**config.mk**
```make
export PLATFORM = sky130hd
export DESIGN_NAME = instr_prefetch_queue_flat
export DESIGN_NICKNAME = d
export VERILOG_FILES = /design/src/rtl/instr_prefetch_queue_if.sv /design/src/rtl/instr_prefetch_queue.sv /design/src/flat_wrapper.sv
export SDC_FILE = /design/constraint.sdc
export NUM_CORES = 1
export LEC_CHECK = 0
export CAP_MARGIN = 20
export CORE_MARGIN = 2
export CORE_UTILIZATION = 55
export DETAILED_ROUTE_END_ITERATION = 7
export PLACE_DENSITY_LB_ADDON = 0.15
export SETUP_SLACK_MARGIN = 0.05
export SLEW_MARGIN = 25
export SYNTH_ARGS = -nofsm -noshare
export SYNTH_HDL_FRONTEND = slang
export SYNTH_SLANG_ARGS = --single-unit
```
**constraint.sdc**
```tcl
create_clock -name clk -period 2.7 [get_ports clk]
set_input_delay 0.27 -clock clk [delete_from_list [all_inputs] [get_ports clk]]
set_output_delay 0.27 -clock clk [all_outputs]
set_load 0.05 [all_outputs]
```
**src/rtl/instr_prefetch_queue_if.sv**
```systemverilog
// instr_prefetch_queue_if: memory read bus plus instruction valid/ready handshake
interface instr_prefetch_queue_if #(
    parameter int DATA_W = 16,
    parameter int ADDR_W = 16
);
    logic [ADDR_W-1:0] mem_addr;
    logic              mem_en;
    logic              mem_rw;
    logic [DATA_W-1:0] mem_data;
    logic              mem_mfc;
    logic [DATA_W-1:0] instr;
    logic [ADDR_W-1:0] instr_pc;
    logic              instr_valid;
    logic              instr_ready;
    modport master (
        output mem_addr, mem_en, mem_rw, instr, instr_pc, instr_valid,
        input  mem_data, mem_mfc, instr_ready
    );
    modport slave (
        input  mem_addr, mem_en, mem_rw, instr, instr_pc, instr_valid,
        output mem_data, mem_mfc, instr_ready
    );
endinterface

```
**src/rtl/instr_prefetch_queue.sv**
```systemverilog
// instr_prefetch_queue: sequential instruction fetch into a FIFO with flush/redirect and MFC timeout fault
module instr_prefetch_queue #(
    parameter int DATA_W      = 16,
    parameter int ADDR_W      = 16,
    parameter int DEPTH       = 4,
    parameter int MFC_TIMEOUT = 15
) (
    input  logic                    clk,
    input  logic                    rst,
    input  logic                    start,
    input  logic                    pc_load,
    input  logic [ADDR_W-1:0]       pc_value,
    output logic [$clog2(DEPTH):0]  fifo_count,
    output logic                    fault,
    instr_prefetch_queue_if.master  bus
);
    localparam int AW = $clog2(DEPTH);
    localparam int CW = AW + 1;
    localparam int TW = $clog2(MFC_TIMEOUT + 1);
    localparam logic [CW-1:0] FULL = CW'(DEPTH);
    localparam logic [TW-1:0] TLAST = TW'(MFC_TIMEOUT - 1);
    typedef enum logic [1:0] {S_IDLE, S_REQ, S_WAIT, S_FAULT} state_t;
    state_t            state, state_nx;
    logic [DATA_W-1:0] data_q [DEPTH];
    logic [ADDR_W-1:0] pc_q [DEPTH];
    logic [AW-1:0]     rd_ptr, wr_ptr;
    logic [TW-1:0]     wait_cnt;
    logic [ADDR_W-1:0] fetch_pc;
    logic [CW-1:0]     count_nx;
    logic              push, pop;
    // a redirect discards the in-flight response and any pop in the same cycle
    assign push     = state == S_WAIT && bus.mem_mfc && !pc_load;
    assign pop      = bus.instr_valid && bus.instr_ready && !pc_load;
    assign count_nx = fifo_count + CW'(push) - CW'(pop);
    always_ff @(posedge clk or negedge rst) begin
        if (!rst) state <= S_IDLE;
        else state <= state_nx;
    end
    always_comb begin
        state_nx = state;
        case (state)
            S_IDLE:  state_nx = (start && fifo_count < FULL) ? S_REQ : S_IDLE;
            S_REQ:   state_nx = S_WAIT;
            S_WAIT:  state_nx = bus.mem_mfc ? ((start && count_nx < FULL) ? S_REQ : S_IDLE)
                                            : (wait_cnt == TLAST ? S_FAULT : S_WAIT);
            default: state_nx = S_FAULT;
        endcase
        if (pc_load) state_nx = S_IDLE;
    end
    always_comb begin
        bus.mem_en      = state == S_REQ || state == S_WAIT;
        bus.mem_rw      = state == S_REQ || state == S_WAIT;
        bus.mem_addr    = fetch_pc;
        bus.instr       = data_q[rd_ptr];
        bus.instr_pc    = pc_q[rd_ptr];
        bus.instr_valid = fifo_count != '0;
        fault           = state == S_FAULT;
    end
    always_ff @(posedge clk or negedge rst) begin
        if (!rst) begin
            fetch_pc   <= '0;
            rd_ptr     <= '0;
            wr_ptr     <= '0;
            fifo_count <= '0;
            wait_cnt   <= '0;
            for (int i = 0; i < DEPTH; i++) begin
                data_q[i] <= '0;
                pc_q[i]   <= '0;
            end
        end else if (pc_load) begin
            fetch_pc   <= pc_value;
            rd_ptr     <= '0;
            wr_ptr     <= '0;
            fifo_count <= '0;
            wait_cnt   <= '0;
        end else begin
            if (push) begin
                data_q[wr_ptr] <= bus.mem_data;
                pc_q[wr_ptr]   <= fetch_pc;
                wr_ptr         <= wr_ptr + AW'(1);
                fetch_pc       <= fetch_pc + ADDR_W'(1);
            end
            if (pop) rd_ptr <= rd_ptr + AW'(1);
            fifo_count <= count_nx;
            wait_cnt   <= state == S_REQ ? '0 : (state == S_WAIT && !bus.mem_mfc) ? wait_cnt + TW'(1) : wait_cnt;
        end
    end
endmodule
```
**src/flat_wrapper.sv**
```systemverilog
// flat-port wrapper written by rule: the top's interface ports become plain ports
module instr_prefetch_queue_flat 
#(
    parameter int DATA_W      = 16,
    parameter int ADDR_W      = 16,
    parameter int DEPTH       = 4,
    parameter int MFC_TIMEOUT = 15
)
  (clk, rst, start, pc_load, pc_value, fifo_count, fault, bus_mem_addr, bus_mem_en, bus_mem_rw, bus_instr, bus_instr_pc, bus_instr_valid, bus_mem_data, bus_mem_mfc, bus_instr_ready);
  instr_prefetch_queue_if #(.DATA_W(DATA_W), .ADDR_W(ADDR_W)) bus_i ();
  input  logic clk;
  input  logic rst;
  input  logic start;
  input  logic pc_load;
  input  logic [ADDR_W-1:0] pc_value;
  output logic [$clog2(DEPTH):0] fifo_count;
  output logic fault;
  output wire logic [$bits(bus_i.mem_addr)-1:0] bus_mem_addr;
  output wire logic [$bits(bus_i.mem_en)-1:0] bus_mem_en;
  output wire logic [$bits(bus_i.mem_rw)-1:0] bus_mem_rw;
  output wire logic [$bits(bus_i.instr)-1:0] bus_instr;
  output wire logic [$bits(bus_i.instr_pc)-1:0] bus_instr_pc;
  output wire logic [$bits(bus_i.instr_valid)-1:0] bus_instr_valid;
  input wire logic [$bits(bus_i.mem_data)-1:0] bus_mem_data;
  input wire logic [$bits(bus_i.mem_mfc)-1:0] bus_mem_mfc;
  input wire logic [$bits(bus_i.instr_ready)-1:0] bus_instr_ready;
  assign bus_mem_addr = bus_i.mem_addr;
  assign bus_mem_en = bus_i.mem_en;
  assign bus_mem_rw = bus_i.mem_rw;
  assign bus_instr = bus_i.instr;
  assign bus_instr_pc = bus_i.instr_pc;
  assign bus_instr_valid = bus_i.instr_valid;
  assign bus_i.mem_data = bus_mem_data;
  assign bus_i.mem_mfc = bus_mem_mfc;
  assign bus_i.instr_ready = bus_instr_ready;
  instr_prefetch_queue #(.DATA_W(DATA_W), .ADDR_W(ADDR_W), .DEPTH(DEPTH), .MFC_TIMEOUT(MFC_TIMEOUT)) u_core (.clk(clk), .rst(rst), .start(start), .pc_load(pc_load), .pc_value(pc_value), .fifo_count(fifo_count), .fault(fault), .bus(bus_i));
endmodule
```
==> results.ini <==
[cells_and_area]
syn_to_final_growth_pct=24.42
drive_gt1_frac=0.4204
n_antenna_cell=0
fin_cells=781
nets=649
postLayoutCellArea_um2=8990

[sta]
fin_worst_skew_ns=0.01531
rsz0062_at_grt=no
slew_violations=0
setup_ws_ns=0.1634
worstMarginPinSlew_ns=0.6119
maxSlewHeadroom=0.5920
max_freq_mhz=394.2
tns_ns=0
period_minus_slack_ns=2.537
fin_crit_sh=0.9395
final-hold-violation-count=0
setup_viol=0

[worst_setup_path]
end_kind=flop
crit_arrival_ns=2.87
start_kind=flop
critical_path_required_ns=3.03
crit_path_max_fanout=3
crit_type=flop to flop

[run]
maxCapViolations=0

[grt]
grt_usage=0.2349
grt_pass1_wl_um=25540
overflow=0
grt_max_degree=67
antenna_found_initial=0
grt_pass1_vias=4887

[detailed_routing]
drc_errors=0
wl_per_cell_um=20.01
vias=4452
drtIter0Drc=305
ant_nets=0
drtPass1Iterations=4
viasPerCell=5.700
wl_um=15630

[pwr]
power.internal_uw=5406
comb_power_share=0.355
power_frac_clock=0.296
p_sw_frac=0.3563
power_uw=8398
power_frac_seq=0.349
p_leak_uw=0.004198
ir_worst_vdd_mv=0.5752
p_switching_uw=2992
power_density_nw_per_um2=934.2

[worst_hold_path]
hold_class=input pin to asynchronous set/reset pin

[floorplanning]
boundaryPins=93
coreArea_um2=12720
fp.dieH_um=118.6
initial_core_util=0.5680
rows=41
die-area_um2=14070
dieWidth_um=118.6

[synthesis]
synth_top_area_frac=0.5437
synthTopCellsByCount=dfrtp_1, mux2_2, mux4_2, nand2_1, buf_2
synth.most_common_cell=dfrtp_1
synth_edf_count=0
async_flop_share=1.000
yosysSeqAreaShare=0.5437
ys_ff_latch=157
synth_cell_types=35
syn_area_per_cell_um2=14.51
syn_nets=551
syn_area_um2=7226
synth_cells=498
yosysTopAreaCell=dfrtp_1
yosys-top-cells-area=dfrtp_1, mux2_2, mux4_2, ha_1, nand2_1
ys.flop_type=dfrtp_1
ys_warn_count=0

[clocking]
clk_latency_ns=0.42
clock-sinks=157
cts_tree=built
h-tree-depth=4
cts_buffers=17
clk_path_buf_depth=2
cts_root_buffer=clkbuf_16
clk_pin_slew_ns=0.06

[outcome]
status=complete, no violations

[placed_design]
port_buffers=92
placed_cells=746
place_hpwl_um=10050
placed_area_um2=8341
globalplace.congestion=0.7813
place_ws_ns=0.1522

-- power by group through the flow --
stage,clock (uW),sequential (uW),combinational [uW]
after floorplan,0,2970,2060
after global placement,0,2940,2930
after detailed placement,0,2960,2970
after CTS,2520,2930,2980
after global routing,2620,2980,3120
final,2480,2930,2980
-- per-layer routing --
layer / vias to the layer above / wire length [um] / global-route usage
met1: 2339 / 6549 / 0.2917
met2: 100 / 8264 / 0.4063
met3: 15 / 646 / 0.05888
met5: - / 0 / 0
met4: 0 / 171 / 0.07068
li1: 1998 / - / -
-- cell usage in the layout, fill, tap and decap left out, types with 5 or more instances in the layout --
master           synthesis  final
dfrtp_1                157    152
mux2_2                 128    128
clkdlybuf4s50_1          0     64
buf_4                    1     43
mux4_2                  32     32
nand2_1                 28     23
clkbuf_16                0     17
nor3_1                  14     14
ha_1                    14     14
inv_1                   12     12
xnor2_1                 10     10
o21ai_0                 11     10
nor2_1                   9      9
nor2b_1                  7      7
xor2_1                   8      7
nand4_1                  6      6
mux2i_1                  6      6
nand2_2                  0      5
-- worst max-delay path, cell delays in order (launching register included) --
cell	delay (ns)
dfrtp_2	0.42
or3_4	0.41
nand2_2	0.10
nor2_1	0.04
ha_1	0.27
inv_1	0.06
ha_1	0.13
inv_1	0.06
fa_2	0.36
xor2_2	0.20
buf_4	0.14
and2_1	0.14
nor3_1	0.12
-- metrics by stage --
stage          hold slack (ns)    util
2_1_floorplan         -0.02559       -
3_3_place_gp            0.2976  0.6556
3_5_place_dp            0.3043  0.6556
4_1_cts                 0.4113  0.7051
5_1_grt                 0.4372  0.7066
6_report                0.3962  0.7066
-- layout make-up --
cell class	instances	area [um^2]
timing repair buffer	112	1045
inverter	12	45.04
fill	913	3732
clock buffer	23	488.0
multi-input combinational	296	3128
tap	172	215.2
clock inverter	9	131.4
sequential	157	3938
-- registers in the layout (all words and copies together) (netlist names) --
name / cells
u_core.wr_ptr: 2
u_core.wait_cnt: 4
u_core.rd_ptr: 2
u_core.bus.mem_addr: 16
u_core.fifo_count: 3
u_core.state: 2
u_core.pc_q: 64
u_core.data_q: 64
-- logic make-up after synthesis --
family | synth area share
muxes | 0.3075
DFF | 0.5437
and+or+nand+nor | 0.05628
buffers and inverters | 0.02718
AOI/OAI and AO/OA | 0.01645
xor gates and xnor gates | 0.02182
adders and majority gates | 0.02701
-- final timing paths --
path	start	end	slack, ns	cells past startpoint
setup / recovery	u_core.fifo_count[0]	u_core.fifo_count[2]	0.16	12
hold / removal	rst	u_core.pc_q[54]	0.40	2
setup reg to reg	u_core.fifo_count[0]	u_core.fifo_count[2]	0.16	12
hold reg to reg	u_core.data_q[23]	u_core.data_q[23]	0.50	1
max in group asynchronous	rst	u_core.data_q[2]	1.45	3
min in group clk	pc_value[10]	u_core.bus.mem_addr[10]	0.41	3
-- what timing repair did --
item                                   CTS  global route
setup endpoints to repair                0             6
hold buffers                             1             0
buffers inserted                         0             2
gates resized for setup                  0             3
endpoints found under the hold margin   62             0
Note: power is estimated with default switching activity, not from simulation.
